File: src/rtl/bit_unscramble.sv
// Streaming bit-lane un-permuter: restores out_data[map[j]] = in_data[j] through a
// one-stage valid/ready register, with a serial checker that validates each committed map.
module bit_unscramble #(
  parameter  int unsigned WIDTH = 8,
  localparam int unsigned IDX_W = $clog2(WIDTH)
) (
  input  logic             clk,
  input  logic             rst_n,
  input  logic             cfg_we,
  input  logic [IDX_W-1:0] cfg_idx,
  input  logic [IDX_W-1:0] cfg_src,
  input  logic             cfg_commit,
  output logic             cfg_busy,
  output logic             cfg_ok,
  output logic             cfg_err,
  input  logic             in_valid,
  output logic             in_ready,
  input  logic [WIDTH-1:0] in_data,
  output logic             out_valid,
  input  logic             out_ready,
  output logic [WIDTH-1:0] out_data
);

  localparam logic [0:0] ST_IDLE  = 1'b0;
  localparam logic [0:0] ST_CHECK = 1'b1;

  logic [0:0]       state_q, state_d;
  logic [IDX_W-1:0] map_q [WIDTH];
  logic [IDX_W-1:0] map_d [WIDTH];
  logic [WIDTH-1:0] seen_q, seen_d;
  logic [IDX_W-1:0] k_q, k_d;
  logic             dup_q, dup_d;
  logic             cfg_ok_q, cfg_ok_d;
  logic             cfg_err_q, cfg_err_d;
  logic             out_valid_q, out_valid_d;
  logic [WIDTH-1:0] out_data_q, out_data_d;

  logic             cfg_wr;
  logic [IDX_W-1:0] cur;
  logic             hit;
  logic             accept;
  logic [WIDTH-1:0] perm;

  // Lane indices are only meaningful below WIDTH (matters when WIDTH is not a power of two).
  function automatic logic in_range(input logic [IDX_W-1:0] v);
    return 32'(v) < WIDTH;
  endfunction

  assign cfg_wr = (state_q == ST_IDLE) && cfg_we && in_range(cfg_idx);
  assign cur    = map_q[k_q];
  assign hit    = in_range(cur) ? seen_q[cur] : 1'b1;

  // Map write port; idle-only so the checker always sees a frozen map.
  always_comb begin
    map_d = map_q;
    if (cfg_wr) map_d[cfg_idx] = cfg_src;
  end

  // Checker FSM: one map entry per cycle, duplicate/out-of-range sticky in dup.
  always_comb begin
    state_d   = state_q;
    seen_d    = seen_q;
    k_d       = k_q;
    dup_d     = dup_q;
    cfg_ok_d  = cfg_ok_q;
    cfg_err_d = cfg_err_q;
    case (state_q)
      ST_IDLE: begin
        if (cfg_wr) cfg_ok_d = 1'b0;
        if (cfg_commit) begin
          state_d   = ST_CHECK;
          seen_d    = '0;
          k_d       = '0;
          dup_d     = 1'b0;
          cfg_ok_d  = 1'b0;
          cfg_err_d = 1'b0;
        end
      end
      ST_CHECK: begin
        dup_d = dup_q | hit;
        if (in_range(cur)) seen_d[cur] = 1'b1;
        k_d = k_q + IDX_W'(1);
        if (k_q == IDX_W'(WIDTH - 1)) begin
          state_d   = ST_IDLE;
          k_d       = '0;
          cfg_ok_d  = !(dup_q | hit);
          cfg_err_d = dup_q | hit;
        end
      end
      default: state_d = ST_IDLE;
    endcase
  end

  assign in_ready = cfg_ok_q && (state_q == ST_IDLE) && (!out_valid_q || out_ready);
  assign accept   = in_valid && in_ready;

  // Scatter each scrambled lane back to its original bit position.
  always_comb begin
    perm = '0;
    for (int unsigned j = 0; j < WIDTH; j++) begin
      if (in_range(map_q[j])) perm[map_q[j]] = in_data[j];
    end
  end

  always_comb begin
    out_valid_d = accept || (out_valid_q && !out_ready);
    out_data_d  = accept ? perm : out_data_q;
  end

  always_ff @(posedge clk or negedge rst_n) begin
    if (!rst_n) begin
      state_q     <= ST_IDLE;
      for (int unsigned j = 0; j < WIDTH; j++) map_q[j] <= IDX_W'(j);
      seen_q      <= '0;
      k_q         <= '0;
      dup_q       <= 1'b0;
      cfg_ok_q    <= 1'b1;
      cfg_err_q   <= 1'b0;
      out_valid_q <= 1'b0;
      out_data_q  <= '0;
    end else begin
      state_q     <= state_d;
      map_q       <= map_d;
      seen_q      <= seen_d;
      k_q         <= k_d;
      dup_q       <= dup_d;
      cfg_ok_q    <= cfg_ok_d;
      cfg_err_q   <= cfg_err_d;
      out_valid_q <= out_valid_d;
      out_data_q  <= out_data_d;
    end
  end

  assign cfg_busy  = (state_q == ST_CHECK);
  assign cfg_ok    = cfg_ok_q;
  assign cfg_err   = cfg_err_q;
  assign out_valid = out_valid_q;
  assign out_data  = out_data_q;

endmodule
File: config.mk
export PLATFORM = sky130hd
export DESIGN_NAME = bit_unscramble
export DESIGN_NICKNAME = d
export VERILOG_FILES = /design/src/rtl/bit_unscramble.sv
export SDC_FILE = /design/constraint.sdc
export NUM_CORES = 1
export LEC_CHECK = 0
export ABC_AREA = 0
export CAP_MARGIN = 0
export CORE_UTILIZATION = 55
export CTS_CLUSTER_SIZE = 30
export DETAILED_ROUTE_END_ITERATION = 10
export GPL_ROUTABILITY_DRIVEN = 1
export PLACE_DENSITY = 0.88
export SYNTH_ARGS = -nofsm -noshare
export SYNTH_HDL_FRONTEND = slang
export SYNTH_SLANG_ARGS = --single-unit
File: constraint.sdc
create_clock -name clk -period 3.3 [get_ports clk]
set_clock_uncertainty 0.05 [all_clocks]
set_input_delay 0.495 -clock clk [delete_from_list [all_inputs] [get_ports clk]]
set_output_delay 0.495 -clock clk [all_outputs]
set_load 0.01 [all_outputs]
Word-level counts from Yosys, hierarchy flattened
Index checks and enable logic that the tools add are counted.
{ "totals": {"wordCells": 119, "register_bits": 48} }
{ "classes": {"n_bitwise": 6, "eq_ne": 4, "n_mux": 49, "order_cmp": 21, "n_reduce_logical": 22, "n_addsub": 1} }
{ "ops": {"columns": ["cell", "n"], "rows": [
  ["$bwmux W8", 7],
  ["$lt A3 B4 Y1 const B", 9],
  ["$demux W1 S3", 9],
  ["$ge A3 B1 Y1 const B", 9],
  ["$bwmux W24", 1],
  ["$mux W1", 17],
  ["$pmux W8 S2", 1],
  ["$logic_and A1 B1 Y1", 15],
  ["$mux W3", 5],
  ["$bmux W3 S3", 1],
  ["$demux W3 S3", 1],
  ["$and A8 B8 Y8", 1],
  ["$ge A4 B4 Y1 const B", 2],
  ["$mux W8", 1],
  ["$not A3 Y4", 2],
  ["$or A8 B8 Y8", 1],
  ["$pmux W1 S2", 4],
  ["$pmux W3 S2", 1],
  ["$lt A4 B1 Y1 const B", 1],
  ["$reduce_and A2 Y1", 2],
  ["$add A3 B1 Y3 const B", 1],
  ["$bmux W1 S3", 1],
  ["$eq A3 B3 Y1 const B", 1],
  ["$logic_not A1 Y1", 3],
  ["other kinds (6)", 7]
]} }

Longest topological paths before layout
Gate-level depths: netlist of run 1.
{ "logic_depth": {"ltp_word": 12, "ltp_mapped": 8, "depth_no_buf": 6} }

Least setup slack after synthesis of run 1
No wires, ideal clock.
{ "synth_path": {"path_type": "reg2reg", "start": "register map_q[6] (netlist bit)", "end": "register cfg_err_q (netlist: cfg_err)", "synth_period_minus_slack_ps": 2450, "path_stages_with_launch": 8, "setup_time_ps": 132, "t_arrival_ps": 2268, "t_required_ps": 3118, "n_path_buf": 1, "slack_ps": 850, "path_cell_list": "dfstp_2 -> clkbuf_1 -> mux2i_1 -> mux4_2 -> mux2_4 -> a211o_1 -> nor4b_2 -> nor3_1"} }
{ "synth_via": {"elab_chain_cells": 8} }
{ "synth_lines": {"columns": ["item", "line_no", "source"], "rows": [
  ["start, declared", "28", "logic [IDX_W-1:0] map_q [WIDTH];"],
  ["start signal, assigned", "123", "map_q <= map_d;"],
  ["$bmux W3 S3", "50", "assign cur = map_q[k_q];"],
  ["$mux W3 (implied by the code) (2 in a row)", "50", null],
  ["$bmux W1 S3", "51", "assign hit = in_range(cur) ? seen_q[cur] : 1'b1;"],
  ["$mux W1 (implied by the code)", "51", null],
  ["$or A1 B1 Y1", "87", "cfg_err_d = dup_q | hit;"],
  ["$mux W1", "83", "if (k_q == IDX_W'(WIDTH - 1)) begin"],
  ["$pmux W1 S2", "67", "case (state_q)"],
  ["end signal, assigned", "128", "cfg_err_q <= cfg_err_d;"],
  ["end, declared", "34", "logic cfg_err_q, cfg_err_d;"]
]} }
Every way passes these cells. The select of a mux whose other input is x is not followed.
A chain may end at the register's enable or synchronous reset.

Final worst setup path of run 1
{ "layout_path": {"start": "register k_q[0]", "end": "register cfg_err_q (netlist: cfg_err)"} }
{ "layout_via": {"elab_chain_cells": 9, "word_cells_on_any_way": 12} }
{ "layout_lines": {"columns": ["item", "line_no", "source"], "rows": [
  ["start, declared", "31", "logic [IDX_W-1:0] k_q, k_d;"],
  ["start signal, assigned", "125", "k_q <= k_d;"],
  ["$not A3 Y4 (implied by the code)", "50", null],
  ["$bmux W3 S3", "50", null],
  ["$mux W3 (implied by the code) (2 in a row)", "50", null],
  ["$bmux W1 S3", "51", null],
  ["$mux W1 (implied by the code)", "51", null],
  ["$or A1 B1 Y1", "87", null],
  ["$mux W1", "83", null],
  ["$pmux W1 S2", "67", null]
]} }
Several ways; a longest one is shown, not always the timed one. The select of a mux whose other input is x is not followed.

==> results.json, run 1 <==
{
  "gp_congestion": 0.9437,
  "r2r_slack_ps": 550,
  "io_pins": 33,
  "dieArea_mm2": 0.006527,
  "p_switching_uw": 1532,
  "grt_pass1_vias": 2711,
  "r2r.worst_path.cells": 6,
  "crit_path_end_kind": "flop",
  "hold_buffers": 0,
  "met2_usage_pct": 44.58,
  "syn_inst": 375,
  "slew_violations": 0,
  "path_buf_inv": 0,
  "cts_buffers": 5,
  "synth_cell_type_count": 55,
  "timing.final.crit_share_pct": 83.41,
  "setup-tns-final_ps": 0,
  "die_y_um": 80.79,
  "path_max_fanout": 12,
  "grt_usage_pct": 27.09,
  "ant_nets": 0,
  "cp.required_ps": 3430,
  "firstDrtPassIters": 5,
  "ys_ff_latch": 48,
  "areaGrowthSynthToFinish_pct": 11.14,
  "maxSlewHeadroom_pct": 28.89,
  "r2r-end": "cfg_err",
  "critical_path_class": "reg -> reg",
  "ys.flop_type": "dfrtp_1",
  "drive_gt1_share_pct": 15.38,
  "clock.fmax_ghz": 0.3633,
  "cp_slowest_stage_delay_ps": 680,
  "dpl.hpwl_mm": 6.085,
  "ys_seq_area_share_pct": 35.65,
  "grt_max_degree": 49,
  "syn_nets": 397,
  "htree_levels": 2,
  "routed_via_density": 6.574,
  "maxCapViolations": 0,
  "worst_slack_ps": 547.5,
  "pwr-share-clk_pct": 10.5,
  "r2r_start": "k_q[0]",
  "routed_wl_mm": 8.237,
  "path_cells": "mux2i_1 -> mux4_2 -> mux4_2 -> nor2b_1 -> nor4b_2 -> nor3_1",
  "pwr-share-seq_pct": 40.6,
  "clk_path_buf_depth": 2,
  "drt_iter0_markers": 310,
  "grt_use_met1_pct": 37.49,
  "synth_top_area_share_pct": 25.65,
  "die_w_um": 80.79,
  "top_usage_layer": "met2",
  "path_common_cell": "mux4_2",
  "slowest_stage": "dfrtp_1",
  "initial_core_util_pct": 57.33,
  "cp_top_family": "multiplexers",
  "regArea_mm2": 0.001217,
  "synth_common_cells": "dfrtp_1 (35), a21oi_1 (34), nor2_1 (33)",
  "synth_enable_flop_cells": 0,
  "core_mm2": 0.005956,
  "status": "finished clean",
  "wl_per_cell_um": 17.71,
  "cts_tree": "done",
  "path_clk_slew_ps": 90,
  "root_buffer": "clkbuf_8",
  "synth_top_area_cell": "dfrtp_1",
  "synth.most_common_cell": "dfrtp_1",
  "syn_area_per_cell_um2": 9.105,
  "rsz0062_at_grt": "no",
  "synthTopCellsByArea": "dfrtp_1 (26%), mux2_2 (11%), dfstp_2 (10%), a21oi_1 (5.0%), mux2i_1 (4.1%)",
  "setup_viol": 0,
  "antenna_found_initial": 0,
  "layout_min_cycle_time_ps": 2752,
  "portBuffers": 32,
  "drc": 0,
  "critical_path.startpoint_type": "flop",
  "tightest_slew_ps": 1067,
  "insertion_delay_ps": 300,
  "synth_area_mm2": 0.003415,
  "nNetsFinal": 411,
  "rows": 28,
  "vias": 3057,
  "p_sw_share_pct": 44.19,
  "ir_drop_mv": 0.6000,
  "multiInputGateArea_mm2": 0.002033,
  "n_fill_cell": 500,
  "preCtsSetupSlack_ps": 597.4,
  "p_leak_uw": 0.001524,
  "diodes": 0,
  "cp.arrival_ps": 2890,
  "gr-total-overflow": 0,
  "p_int_uw": 1934,
  "cts_resized": 0,
  "power_frac_comb_pct": 48.9,
  "async_flop_share_pct": 100.0,
  "yosys_warnings": 0,
  "grt_pass1_wl_mm": 13.46,
  "post_cts_buffers": 0,
  "p_per_area_mw_per_mm2": 913.3,
  "cts.sinks": 48,
  "hp-class": "in -> async",
  "hold_viol": 0,
  "grt_use_met3_pct": 3.483
}
==> kinds of logic after synthesis <==
logic type / Yosys count / synth area share (%)
and+or+nand+nor: 144 / 22.83
buffers and inverters: 35 / 4.800
muxes: 52 / 18.61
adders and majority gates: 2 / 0.7328
AOI/OAI and AO/OA: 94 / 17.37
DFF: 48 / 35.65
==> layout by cell type (no fill, tap or decap), types with 8 or more instances in the layout <==
cell type        instances
inv_1                    8
nand3b_1                 9
nand2b_1                 8
a21oi_1                 34
nand2_1                 30
nor3_1                   8
mux2i_1                 14
nand3_1                 13
nor3b_1                  9
nor2b_1                 13
dfrtp_1                 35
o21ai_0                 16
clkdlybuf4s50_1         31
dfstp_2                 13
nor2_1                  33
mux2_2                  32
==> per-stage QoR <==
step	cell area, um2	utilization [%]	cells	hold WS (ps)	power (uW)
after floorplan	3415	-	375	149.4	2600
after global placement	3701	62.14	457	422.7	2981
after detailed placement	3701	62.14	457	432.8	3063
after CTS	3795	63.72	465	365.5	3444
after global routing	3795	63.72	465	423.1	3724
final	3795	63.72	465	333.9	3466
==> per-layer routing <==
| layer | vias up | wire length [um] |
|---|---|---|
| met5 | - | 0 |
| met4 | 0 | 128 |
| met3 | 12 | 570 |
| met2 | 129 | 4063 |
| met1 | 1491 | 3474 |
| li1 | 1425 | - |
==> cell type report <==
cell class	count	share of cell area (%)
multi-input combinational	292	53.58
sequential	48	32.08
inverter	9	0.8902
timing repair buffer	33	8.506
clock inverter	1	0.1978
clock buffer	7	2.275
tap	75	2.473
==> worst register-to-register path: stages (launching register included) <==
cell     delay (ps)
dfrtp_1         680
mux2i_1         400
mux4_2          370
mux4_2          500
nor2b_1         160
nor4b_2         360
nor3_1          110
==> how the worst max path moves through the flow <==
stage                     depth (start not counted)  startpoint       to
after detailed placement                          6      k_q[0]  cfg_err
after CTS                                         6      k_q[0]  cfg_err
after global routing                              6      k_q[0]  cfg_err
after floorplan                                   7    map_q[6]  cfg_err
after global placement                            6      k_q[0]  cfg_err
final                                             6      k_q[0]  cfg_err
==> power by group through the flow <==
| stage | clock network (uW) | registers (uW) | logic (uW) |
|---|---|---|---|
| finish | 363 | 1410 | 1700 |
| global route | 400 | 1460 | 1860 |
| CTS | 373 | 1390 | 1690 |
| detailed placement | 0 | 1400 | 1670 |
| global placement | 0 | 1370 | 1610 |
| floorplan | 0 | 1040 | 1560 |
==> sequential cells by signal, summed over array words and instances, names as in the netlist <==
register	flops
dup_q	1
out_valid	1
k_q	3
map_q	24
cfg_err	1
cfg_ok	1
cfg_busy	1
seen_q	8
out_data	8
No activity file was read; power rests on OpenSTA's default activity.
==> run 2, diff against run 1 <==
Clock period 3.3 ns to 2.7 ns, I/O delays scaled along.
==> results.json, run 2 (synthesized netlist as in run 1, its figures left out) <==
{
  "core_mm2": 0.005956,
  "maxCapViolations": 0,
  "routed_via_density": 6.563,
  "die_w_um": 80.79,
  "timing.final.crit_share_pct": 94.08,
  "gp_congestion": 0.9456,
  "path_max_fanout": 13,
  "portBuffers": 32,
  "n_fill_cell": 494,
  "power_uw": 4462,
  "cp.required_ps": 2840,
  "p_int_uw": 2537,
  "pwr-share-seq_pct": 34.6,
  "ant_nets": 0,
  "clk_path_buf_depth": 2,
  "die_y_um": 80.79,
  "setup_viol": 0,
  "power_frac_comb_pct": 53.3,
  "setup-tns-final_ps": 0,
  "gr-total-overflow": 0,
  "firstDrtPassIters": 5,
  "p_per_area_mw_per_mm2": 1137,
  "areaGrowthSynthToFinish_pct": 14.99,
  "ir_drop_mv": 0.8357,
  "post_cts_buffers": 0,
  "path_clk_slew_ps": 90,
  "p_leak_uw": 0.001602,
  "p_sw_share_pct": 43.15,
  "cts.sinks": 48,
  "wl_per_cell_um": 17.98,
  "initial_core_util_pct": 57.33,
  "vias": 3137,
  "routed_wl_mm": 8.593,
  "root_buffer": "clkbuf_8",
  "layout_min_cycle_time_ps": 2540,
  "drt_iter0_markers": 319,
  "critical_path.startpoint_type": "flop",
  "io_pins": 33,
  "grt_max_degree": 44,
  "clock.fmax_ghz": 0.3937,
  "antenna_found_initial": 0,
  "hold_buffers": 0,
  "drive_gt1_share_pct": 18.36,
  "grt_pass1_vias": 2977,
  "grt_usage_pct": 28.62,
  "htree_levels": 2,
  "cts_buffers": 5,
  "grt_pass1_wl_mm": 14.10,
  "largest_register_ffs": 24,
  "cp.arrival_ps": 2680,
  "maxSlewHeadroom_pct": 35.27,
  "dieArea_mm2": 0.006527,
  "cts_resized": 0,
  "hp-class": "in -> async",
  "crit_path_end_kind": "flop",
  "status": "finished clean",
  "nNetsFinal": 424,
  "slew_violations": 0,
  "critical_path_class": "reg -> reg",
  "diodes": 0,
  "insertion_delay_ps": 310,
  "hold_viol": 0,
  "final_common_cell": "dfrtp_1",
  "dpl.hpwl_mm": 6.437,
  "final_cell_mix": "dfrtp_1 (35), a21oi_1 (34), nor2_1 (33)",
  "r2r_slack_ps": 160,
  "cts_tree": "done",
  "pwr-share-clk_pct": 12.1,
  "p_switching_uw": 1926,
  "regMostFlops": "map_q",
  "rsz0062_at_grt": "no",
  "rows": 28,
  "drc": 0,
  "tightest_slew_ps": 971.0
}
[run 2: changes by cell type in the layout (fill, tap and decap cells not counted), sizes merged]
| cell | delta |
|---|---|
| buf | +13 |
| inv | +1 |
| bufinv | +1 |
| clkbuf | -2 |
[run 2: critical path: stages (launching register included)]
cell     delay, ps
dfstp_2        650
mux2i_1        130
mux4_2         570
mux2_4         330
a211o_1        310
nor4b_2        270
nor3_1         100
[run 2: power groups by stage]
| stage | Sequential (uW) | Combinational, uW | Clock, uW |
|---|---|---|---|
| after global placement | 1510 | 2260 | 0 |
| final | 1540 | 2380 | 542 |
| after global routing | 1600 | 2600 | 579 |
| after CTS | 1530 | 2350 | 551 |
| after floorplan | 1270 | 1910 | 0 |
| after detailed placement | 1540 | 2330 | 0 |
[run 2: per-stage QoR]
step | setup WS (ps) | cells | util [%] | hold WS (ps) | area, um2
floorplan | 250.1 | 375 | - | 59.41 | 3415
global placement | 259.8 | 470 | 63.99 | 416.1 | 3811
detailed placement | 181.2 | 470 | 63.99 | 425.0 | 3811
CTS | 165.0 | 478 | 65.92 | 218.8 | 3926
global route | 39.39 | 478 | 65.92 | 271.0 | 3926
finish | 159.7 | 478 | 65.92 | 195.5 | 3926
[run 2: area by class of cell]
class | instances | area, um2 | area share [%]
multi-input combinational | 292 | 2033 | 51.78
clock inverter | 3 | 46.29 | 1.179
timing repair buffer | 46 | 432.9 | 11.03
clock buffer | 5 | 68.82 | 1.753
inverter | 9 | 33.78 | 0.8604
tap | 75 | 93.84 | 2.390
sequential | 48 | 1217 | 31.01
[run 2: layer usage]
metal / part of all wire [%] / global-route usage [%] / vias up
met5: 0 / 0 / -
met4: 2.5 / 12.32 / 0
met3: 8.0 / 4.831 / 26
met2: 47 / 46.69 / 154
met1: 42 / 37.48 / 1511
li1: - / - / 1446
[run 2: final timing paths]
path	from	to	depth (start not counted)
setup / recovery	map_q[18]	cfg_err	6
hold / removal	rst_n	seen_q[7]	1
setup reg to reg	map_q[18]	cfg_err	6
hold reg to reg	out_data[2]	out_data[2]	2
max in group asynchronous	rst_n	map_q[5]	2
min in group clk	out_data[2]	out_data[2]	2
==> run 3, diff against run 2 <==
Settings changed: PLACE_DENSITY 0.88 to 0.77.
==> results.json, run 3 (synthesized netlist as in run 1, its figures left out) <==
{
  "status": "finished clean",
  "crit_path_end_kind": "flop",
  "portBuffers": 32,
  "regMostFlops": "map_q",
  "dpl.hpwl_mm": 6.670,
  "die_w_um": 80.79,
  "grt_max_degree": 27,
  "ir_drop_mv": 0.6036,
  "cts_buffers": 5,
  "core_mm2": 0.005956,
  "maxCapViolations": 0,
  "grt_pass1_vias": 2889,
  "p_per_area_mw_per_mm2": 1123,
  "cp.arrival_ps": 2630,
  "routed_wl_mm": 8.853,
  "rows": 28,
  "drt_iter0_markers": 367,
  "path_clk_slew_ps": 90,
  "grt_pass1_wl_mm": 14.50,
  "worst_slack_ps": 204.5,
  "setup-tns-final_ps": 0,
  "hold_viol": 0,
  "path_max_fanout": 13,
  "drive_gt1_share_pct": 18.36,
  "largest_register_ffs": 24,
  "cts_resized": 0,
  "hp-class": "in -> async",
  "nNetsFinal": 424,
  "routed_via_density": 6.454,
  "io_pins": 33,
  "initial_core_util_pct": 57.33,
  "final_cell_mix": "dfrtp_1 (35), a21oi_1 (34), nor2_1 (33)",
  "instances_no_fill": 478,
  "hold_buffers": 0,
  "power_uw": 4399,
  "diodes": 0,
  "critical_path.startpoint_type": "flop",
  "slew_violations": 0,
  "drc": 0,
  "antenna_found_initial": 0,
  "gr-total-overflow": 0,
  "insertion_delay_ps": 310,
  "areaGrowthSynthToFinish_pct": 14.69,
  "post_cts_buffers": 0,
  "dieArea_mm2": 0.006527,
  "grt_usage_pct": 29.56,
  "timing.final.crit_share_pct": 92.42,
  "ant_nets": 0,
  "gp_congestion": 0.9098,
  "final_common_cell": "dfrtp_1",
  "vias": 3085,
  "maxSlewHeadroom_pct": 55.80,
  "root_buffer": "clkbuf_8",
  "rsz0062_at_grt": "no",
  "clock.fmax_ghz": 0.4007,
  "cp.required_ps": 2830,
  "setup_viol": 0,
  "die_y_um": 80.79,
  "fin_util_pct": 65.76,
  "firstDrtPassIters": 6,
  "clk_path_buf_depth": 2,
  "layout_min_cycle_time_ps": 2495,
  "wl_per_cell_um": 18.52,
  "tightest_slew_ps": 663.0,
  "critical_path_class": "reg -> reg",
  "cts.sinks": 48,
  "place_inst": 470,
  "cts_tree": "done",
  "p_leak_uw": 0.001603,
  "htree_levels": 2,
  "preCtsSetupSlack_ps": 224.4
}
## run 3: critical path, cell delays in order, from the launching register on
cell	delay (ps)
dfstp_2	640
mux2i_1	110
mux4_2	560
mux2_4	330
a211o_1	310
nor4b_2	270
nor3_1	100
## run 3: stage by stage
step / cell area, um2 / hold WS, ps
3_5_place_dp: 3824 / 423.9
4_1_cts: 3916 / 83.22
3_3_place_gp: 3824 / 410.8
6_report: 3916 / 74.24
5_1_grt: 3916 / 98.72
2_1_floorplan: 3415 / 59.41
## run 3: layout make-up
cell class              instances  area, um2
flip-flops and latches         48       1217
clock buffers                   6      82.58
clock inverters                 2      10.01
repair buffers                 46      445.4
multi-input cells             292       2033
inverters                       9      33.78
well taps                      75      93.84
fillers                       521       2039
## run 3: worst paths after layout
| path | from | end | slack (ps) | depth (start not counted) |
|---|---|---|---|---|
| hold / removal | rst_n | seen_q[7] | 70 | 1 |
| setup / recovery | map_q[18] | cfg_err | 200 | 6 |
| setup reg to reg | map_q[18] | cfg_err | 200 | 6 |
| min in group clk | out_data[5] | out_data[5] | 450 | 2 |
| hold reg to reg | out_data[5] | out_data[5] | 450 | 2 |
| max in group asynchronous | rst_n | map_q[16] | 1890 | 2 |
## run 3: layer usage
metal | track usage (%) | share of wire [%] | vias to the layer above
met5 | 0 | 0 | -
met4 | 5.536 | 1.1 | 0
met3 | 5.618 | 7.1 | 11
met2 | 48.73 | 47 | 117
met1 | 40.77 | 45 | 1511
li1 | - | - | 1446
## run 3: power breakdown
group / internal, uW / switching, uW
registers: 1080 / 461
clock network: 205 / 249
logic: 1180 / 1220
total: 2470 / 1930
